[src/rtl/pu_riscv_pkg.sv]
// Shared AHB3-Lite encodings and write-buffer entry layout for the pu_riscv write drain.
// An entry is packed as {adr, size, data} with data in the least significant bits.
package pu_riscv_pkg;

    localparam logic [1:0] HTRANS_IDLE   = 2'b00;
    localparam logic [1:0] HTRANS_BUSY   = 2'b01;
    localparam logic [1:0] HTRANS_NONSEQ = 2'b10;
    localparam logic [1:0] HTRANS_SEQ    = 2'b11;

    localparam logic [2:0] HBURST_SINGLE = 3'b000;

    localparam logic [2:0] HSIZE_BYTE  = 3'b000;
    localparam logic [2:0] HSIZE_HWORD = 3'b001;
    localparam logic [2:0] HSIZE_WORD  = 3'b010;
    localparam logic [2:0] HSIZE_DWORD = 3'b011;

    localparam logic HRESP_OKAY  = 1'b0;
    localparam logic HRESP_ERROR = 1'b1;

    localparam int ENTRY_SIZE_W   = 3;
    localparam int ENTRY_DATA_LSB = 0;

    function automatic int entry_size_lsb(input int xlen);
        return ENTRY_DATA_LSB + xlen;
    endfunction

    function automatic int entry_adr_lsb(input int xlen);
        return ENTRY_DATA_LSB + xlen + ENTRY_SIZE_W;
    endfunction

    function automatic int entry_width(input int plen, input int xlen);
        return plen + ENTRY_SIZE_W + xlen;
    endfunction

endpackage

[src/rtl/pu_riscv_wb_drain.sv]
// Drains write-buffer entries onto an AHB3-Lite bus as single write transfers.
// Define PU_RISCV_WB_DRAIN_PIPELINE_EN to overlap the next address phase with the current data phase.
module pu_riscv_wb_drain
    import pu_riscv_pkg::*;
#(
    parameter int         PLEN      = 32,
    parameter int         XLEN      = 64,
    parameter logic [3:0] HPROT_VAL = 4'b0001
) (
    input  logic                                 clk_i,
    input  logic                                 rst_ni,
    input  logic                                 clr_i,

    input  logic [PLEN+ENTRY_SIZE_W+XLEN-1:0]    q_i,
    input  logic                                 q_empty_i,
    output logic                                 q_re_o,

    output logic                                 HSEL,
    output logic [PLEN-1:0]                      HADDR,
    output logic [XLEN-1:0]                      HWDATA,
    output logic                                 HWRITE,
    output logic [2:0]                           HSIZE,
    output logic [2:0]                           HBURST,
    output logic [3:0]                           HPROT,
    output logic [1:0]                           HTRANS,
    output logic                                 HMASTLOCK,
    input  logic                                 HREADY,
    input  logic                                 HRESP,

    output logic                                 busy_o,
    output logic                                 err_o,
    output logic [PLEN-1:0]                      err_adr_o
);

    typedef enum logic [1:0] {
        IDLE,
        ADDR,
        DATA
    } state_t;

    localparam int SIZE_LSB = entry_size_lsb(XLEN);
    localparam int ADR_LSB  = entry_adr_lsb(XLEN);

    state_t            state_reg;
    logic [PLEN-1:0]   adr_reg;
    logic [2:0]        size_reg;
    logic [XLEN-1:0]   data_reg;
    logic              err_reg;
    logic [PLEN-1:0]   err_adr_reg;
    logic              clr_pend_reg;

    logic [PLEN-1:0]   q_adr;
    logic [2:0]        q_size;
    logic [XLEN-1:0]   q_data;

    logic              hresp_err;
    logic              abort;
    logic              addr_issue;
    logic              addr_accept;
    logic              data_done;

    assign q_data = q_i[ENTRY_DATA_LSB +: XLEN];
    assign q_size = q_i[SIZE_LSB +: ENTRY_SIZE_W];
    assign q_adr  = q_i[ADR_LSB +: PLEN];

    assign hresp_err = (HRESP == HRESP_ERROR);
    assign abort     = clr_i | clr_pend_reg;

`ifdef PU_RISCV_WB_DRAIN_PIPELINE_EN
    // The overlapped address phase is withheld while a data phase reports ERROR,
    // so the pending entry is re-issued from ADDR once the error completes.
    assign addr_issue = ((state_reg == ADDR) && !q_empty_i && !clr_i) ||
                        ((state_reg == DATA) && !q_empty_i && !abort && !hresp_err);
`else
    assign addr_issue = (state_reg == ADDR) && !q_empty_i && !clr_i;
`endif

    assign addr_accept = addr_issue & HREADY;
    assign data_done   = (state_reg == DATA) & HREADY;

    assign q_re_o    = addr_accept;
    assign HSEL      = addr_issue;
    assign HTRANS    = addr_issue ? HTRANS_NONSEQ : HTRANS_IDLE;
    assign HADDR     = addr_issue ? q_adr  : adr_reg;
    assign HSIZE     = addr_issue ? q_size : size_reg;
    assign HWDATA    = data_reg;
    assign HWRITE    = 1'b1;
    assign HBURST    = HBURST_SINGLE;
    assign HPROT     = HPROT_VAL;
    assign HMASTLOCK = 1'b0;

    assign busy_o    = (state_reg != IDLE);
    assign err_o     = err_reg;
    assign err_adr_o = err_adr_reg;

    always_ff @(posedge clk_i or negedge rst_ni) begin
        if (!rst_ni) begin
            state_reg    <= IDLE;
            adr_reg      <= '0;
            size_reg     <= '0;
            data_reg     <= '0;
            err_reg      <= 1'b0;
            err_adr_reg  <= '0;
            clr_pend_reg <= 1'b0;
        end else begin
            case (state_reg)
                IDLE: begin
                    if (!q_empty_i && !clr_i) begin
                        state_reg <= ADDR;
                    end
                end
                ADDR: begin
                    if (clr_i || q_empty_i) begin
                        state_reg <= IDLE;
                    end else if (HREADY) begin
                        state_reg <= DATA;
                    end
                end
                DATA: begin
                    if (HREADY) begin
                        if (addr_accept) begin
                            state_reg <= DATA;
                        end else if (abort || q_empty_i) begin
                            state_reg <= IDLE;
                        end else begin
                            state_reg <= ADDR;
                        end
                    end
                end
                default: begin
                    state_reg <= IDLE;
                end
            endcase

            if (addr_accept) begin
                adr_reg  <= q_adr;
                size_reg <= q_size;
                data_reg <= q_data;
            end

            // A clear seen during a wait state is remembered until the data phase ends.
            if (data_done) begin
                clr_pend_reg <= 1'b0;
            end else if ((state_reg == DATA) && clr_i) begin
                clr_pend_reg <= 1'b1;
            end

            if (clr_i) begin
                err_reg     <= 1'b0;
                err_adr_reg <= '0;
            end else if (data_done && hresp_err && !err_reg) begin
                err_reg     <= 1'b1;
                err_adr_reg <= adr_reg;
            end
        end
    end

endmodule

[config.mk]
export PLATFORM = sky130hd
export DESIGN_NAME = pu_riscv_wb_drain
export DESIGN_NICKNAME = d
export VERILOG_FILES = /design/src/rtl/pu_riscv_pkg.sv /design/src/rtl/pu_riscv_wb_drain.sv
export SDC_FILE = /design/constraint.sdc
export NUM_CORES = 1
export LEC_CHECK = 0
export CELL_PAD_IN_SITES_DETAIL_PLACEMENT = 1
export CELL_PAD_IN_SITES_GLOBAL_PLACEMENT = 1
export CORE_UTILIZATION = 49
export DETAILED_ROUTE_END_ITERATION = 8
export DONT_BUFFER_PORTS = 1
export PLACE_DENSITY_LB_ADDON = 0.08
export REMOVE_ABC_BUFFERS = 1
export SYNTH_ARGS = -nofsm -noshare
export SYNTH_HDL_FRONTEND = slang
export SYNTH_SLANG_ARGS = --single-unit
[constraint.sdc]
create_clock -name clk_i -period 2 [get_ports clk_i]
set_input_delay 0.4 -clock clk_i [delete_from_list [all_inputs] [get_ports clk_i]]
set_output_delay 0.4 -clock clk_i [all_outputs]
set_load 0.02 [all_outputs]
==> results of run 1 <==
-- final timing paths --
kind                                to  slack [ns]  cells past startpoint
min in group clk_i           HWDATA[6]       -0.01                      1
min reg2reg                size_reg[2]        0.57                      1
max reg2reg                adr_reg[25]       -0.32                     11
max in group asynchronous    HWDATA[9]        2.26                      0
min                         HWDATA[41]       -0.47                      0
max                          HADDR[28]       -0.49                      5
-- cells by family after synthesis --
family	synth area share
buf+inv	0.0426
other cells	0.00136
simple gates	0.0127
flops	0.612
compound gates	0.0560
mux	0.275
-- layer usage --
layer	up-vias	track usage
met5	-	0
met4	0	0.159
met3	111	0.107
met2	342	0.521
met1	2159	0.322
li1	1524	-
-- final cells by class --
type | instances | share of cell area
inverters | 2 | 0.00182
diodes | 8 | 0.00243
clock buffers | 23 | 0.0566
clock inverters | 9 | 0.0149
well taps | 140 | 0.0213
repair buffers | 134 | 0.197
multi-input cells | 192 | 0.295
flip-flops and latches | 135 | 0.410
-- metrics by stage --
stage          hold WS, ns  cell area (sq um)
2_1_floorplan        0.104               5320
3_3_place_gp         0.107               5670
3_5_place_dp         0.107               5670
4_1_cts             -0.467               7580
5_1_grt             -0.488               8240
6_report            -0.471               8240
-- worst max-delay path, delay by kind of cell, from the launching register on --
kind / cells / cell delay [ns]
multiplexers: 1 / 0.34
flip-flops: 1 / 0.47
AND/OR/NAND/NOR: 1 / 0.26
buffers and inverters: 3 / 0.46
-- power groups by stage --
stage,combinational (uW),sequential (uW),clock [uW]
floorplan,889,3950,0
global route,1860,4260,3430
global placement,966,4070,0
detailed placement,1000,4090,0
CTS,1290,4060,3170
finish,1810,4250,3330
-- synth_stat cells (all sizes together) --
master and n:
clkbuf 3, or2 1, and4b 1, buf 28, nand2 1, inv 2
dfrtp 135, nor3b 1, a22o 32, nor4b 1, mux2 135, a211o 1
nand2b 1, a21oi 4, nor2 2, conb 2, nor2b 1
-- what timing repair did --
item,4_1_cts,5_1_grt
pin swaps,1,3
buffers inserted,6,6
endpoints found under the hold margin,231,135
cloned,4,11
setup endpoints to repair,38,156
gates resized for setup,52,111
==> results.yml, run 1 <==
outcome:
  outcome: "finished, violations left"
  failed_checks: "hold timing, setup timing"
global_route:
  grt_util_all_layers: 0.302
  grt_pass1_wl_mm: 25.1
  grt-ovfl-total: 0
  grt_max_degree: 136
  antenna_found_initial: 4
  grt_pass1_vias: 4151
final_layout:
  layout_commonest_cell: "dfrtp_1"
  fillers: 821
  largest_reg_flops: 64
  post_route_cells_drive_above_1_share: 0.420
  layout_common_cells: "dfrtp_1, mux2_4, dlygate4sd3_1"
  regArea_sq_mm: 0.00338
  area_growth_pct: 49.3
  stdcell_count: 643
  multi_input_comb_area_sq_mm: 0.00243
  fin_util: 0.757
  fin_nets: 587
setup_path:
  slowest_delay_ns: 0.47
  end_kind: "primary output"
  startpoint: "state_reg[0]"
  r2r_start: "state_reg[0]"
  arrival_ns: 2.09
  crit_fanout: 5
  critical_path_required_ns: 1.60
  cpMaxStageDelayCell: "dfrtp_1"
  critical_path_class: "register to primary output"
  path_common_cell: "buf_6"
  critPathLaunchType: "register"
  crit_path_cell_trace: "nor4b_4 -> buf_6 -> buf_6 -> clkbuf_16 -> mux2_4"
placed_design:
  numPlacedInstances: 482
  gp_congestion: 0.742
  dp_slack_ns: 0.0368
  hpwl_mm: 8.02
  io_buffer_count: 0
sta:
  fin_skew_ns: 0.00852
  rsz0062_at_grt: "true"
  min_period_ns: 2.49
  max_clock_freq_mhz: 402
  fin_crit_sh: 1.24
  hold_viol: 138
  max_slew_margin: 0.552
  worst_slew_pin_slew_ns: 0.671
  fin_ws_ns: -0.486
  setup_tns_ns: -40.25
  maxSlewViolCount: 0
  setup_violations: 128
  worst_hold_slack_ns: -0.471
power:
  total_leakage_power_uw: 0.00379
  power.share.sequential: 0.452
  vdd_drop_max_mv: 0.905
  power.switching_uw: 3110
  p_int_uw: 6270
  power_density_mw_per_mm2: 1140
  power_uw: 9390
  clkPwrFrac: 0.355
  p_sw_frac: 0.331
  pwr-share-comb: 0.192
die:
  dieArea_sq_mm: 0.0117
  die_height_um: 108
  placementRows: 38
  die_x_um: 108
  core_area_sq_mm: 0.0109
  io_pins: 251
  start_util: 0.507
yosys:
  syn_area_sq_mm: 0.00552
  yosysWarnings: 0
  synth_area_leaders: "dfrtp_1, mux2_2, mux2_1"
  avgSynthCellArea_sq_um: 15.7
  synth_top_area_frac: 0.612
  synth.ff_latch_count: 135
  synth_top_cell_by_area: "dfrtp_1"
  netlist_instances: 351
  seq_area_frac_synth: 0.612
  yosysUniqueCellTypes: 21
clock_network:
  clock_latency_ns: 0.56
  cts_tree: "built"
  root_buffer: "clkbuf_8"
  clock_sinks: 135
  clk_pin_slew_worst_paths_ns: 0.07
  cts-htree-levels: 4
  cts_buffers: 17
  clk_path_buf_depth: 2
  holdBufCountCts: 96
route:
  drt_first_pass_iters: 5
  top_layer: "met4"
  wl_mm: 25.5
  routedWlPerCell_um: 39.7
  vias: 4136
  wl_met2_mm: 13.1
  viasPerCell: 6.43
  route.met3.wl_mm: 2.35
  route.detailed.drc: 0
  drt-met1-wl_mm: 8.48
  drt_iter0_drc: 312
  ant_nets: 0
min_path:
  min_path_type: "input pin to async pin"
job:
  drv_cap: 0
(Power assumes the default switching activity.)
==> run 2, diff against run 1 <==
- SKIP_LAST_GASP: not set -> 1
==> run 2 against run 1 <==
The run still ends with hold timing, setup timing left. Clock power down 4%. Die area unchanged. Power down 6.1%.
==> results.yml, run 2 (same netlist as run 1, synthesis figures left out) <==
outcome:
  outcome: "finished, violations left"
  failed_checks: "hold timing, setup timing"
clock_network:
  root_buffer: "clkbuf_8"
  clock_latency_ns: 0.54
  cts_tree: "built"
  clk_path_buf_depth: 2
  cts-htree-levels: 4
  clk_pin_slew_worst_paths_ns: 0.07
  cts_buffers: 17
  clock_sinks: 135
  holdBufCountCts: 96
placed_design:
  gp_congestion: 0.742
  numPlacedInstances: 482
  dp_slack_ns: 0.0368
  hpwl_mm: 8.02
  io_buffer_count: 0
global_route:
  grt_pass1_vias: 4200
  grt_pass1_wl_mm: 25.1
  grt-ovfl-total: 0
  busiest_layer: "met2"
  met1_usage: 0.316
  grt_util_all_layers: 0.305
  grt_max_degree: 136
  use_met2: 0.538
  antenna_found_initial: 1
  gr-usage-met3: 0.121
die:
  start_util: 0.507
  die_height_um: 108
  dieArea_sq_mm: 0.0117
  core_area_sq_mm: 0.0109
  io_pins: 251
  die_x_um: 108
  placementRows: 38
setup_path:
  path_common_cell: "buf_6"
  crit_fanout: 6
  cpMaxStageDelayCell: "dfrtp_2"
  critical_path_class: "register to primary output"
  critPathTopFamily: "flip-flops"
  critical_path_required_ns: 1.60
  arrival_ns: 1.99
  crit_path_cell_trace: "nor4b_4 -> buf_6 -> buf_6 -> buf_12 -> mux2_4"
  slowest_delay_ns: 0.43
  end_kind: "primary output"
  critPathLaunchType: "register"
  critical_path_buf_inv_count: 3
final_layout:
  layout_common_cells: "dfrtp_1, dlygate4sd3_1, mux2_2"
  insertedDiodeCount: 0
  largest_reg_flops: 64
  fin_nets: 589
  fin_util: 0.729
  regArea_sq_mm: 0.00338
  post_route_cells_drive_above_1_share: 0.368
  multi_input_comb_area_sq_mm: 0.00216
  fillers: 892
  stdcell_count: 637
  layout_commonest_cell: "dfrtp_1"
  area_growth_pct: 43.9
route:
  drt_first_pass_iters: 5
  vias: 3731
  wl_mm: 19.6
  ant_nets: 0
  viasPerCell: 5.86
  routedWlPerCell_um: 30.7
  drt_iter0_drc: 176
  route.detailed.drc: 0
sta:
  fin_ws_ns: -0.388
  hold_viol: 135
  worst_slew_pin_slew_ns: 0.681
  fin_skew_ns: 0.00732
  setup_violations: 123
  maxSlewViolCount: 0
  worst_hold_slack_ns: -0.444
  fin_crit_sh: 1.19
  rsz0062_at_grt: "true"
  max_clock_freq_mhz: 419
  max_slew_margin: 0.545
  min_period_ns: 2.39
  setup_tns_ns: -18.49
power:
  power_density_mw_per_mm2: 1110
  vdd_drop_max_mv: 0.850
  total_leakage_power_uw: 0.00362
  power_uw: 8820
min_path:
  min_path_type: "input pin to async pin"
job:
  drv_cap: 0
[run 2: changes by cell type in the layout (fill, tap and decap cells not counted), sizes merged]
cell	before	now
diode	8	0
clkbuf	31	30
buf	30	32
bufbuf	0	1
[run 2: routing by layer]
layer / wire length [um] / up-vias
li1: - / 1517
met1: 6840 / 1933
met2: 10500 / 224
met3: 1530 / 55
met4: 676 / 2
met5: 11 / -
[run 2: path summary, 6_finish.rpt]
path	startpoint	endpoint	slack [ns]	depth (start not counted)
min in group clk_i	q_i[64]	size_reg[0]	0.02	1
setup reg to reg	state_reg[1]	HWDATA[53]	-0.10	10
setup / recovery	state_reg[1]	HSIZE[2]	-0.39	5
hold / removal	rst_ni	HWDATA[60]	-0.44	0
hold reg to reg	adr_reg[31]	err_adr_o[31]	0.53	1
max in group asynchronous	rst_ni	state_reg[1]	2.21	0
[run 2: timing repair]
| action | 4_1_cts | 5_1_grt |
|---|---|---|
| cloned | 4 | 10 |
| endpoints found under the setup margin | 38 | 159 |
| pin swaps | 1 | 3 |
| resized for setup | 49 | 37 |
| buffers inserted | 6 | 8 |
| endpoints found under the hold margin | 231 | 135 |
[run 2: report_power, final]
| part | total, uW | internal (uW) | switching, uW |
|---|---|---|---|
| registers | 4140 | 3250 | 891 |
| logic | 1460 | 804 | 660 |
| clock network | 3210 | 1990 | 1220 |
[run 2: final cells by class]
cell class                 instances  share of cell area
timing repair buffer             136               0.204
clock buffer                      23              0.0588
clock inverter                     9              0.0154
inverter                           2             0.00189
tap                              140              0.0221
sequential                       135               0.425
multi-input combinational        192               0.272
[run 2: per-stage QoR]
step / instance area (sq um) / hold WS (ns)
2_1_floorplan: 5320 / 0.104
3_5_place_dp: 5670 / 0.107
6_report: 7940 / -0.444
3_3_place_gp: 5670 / 0.107
4_1_cts: 7570 / -0.467
5_1_grt: 7940 / -0.466
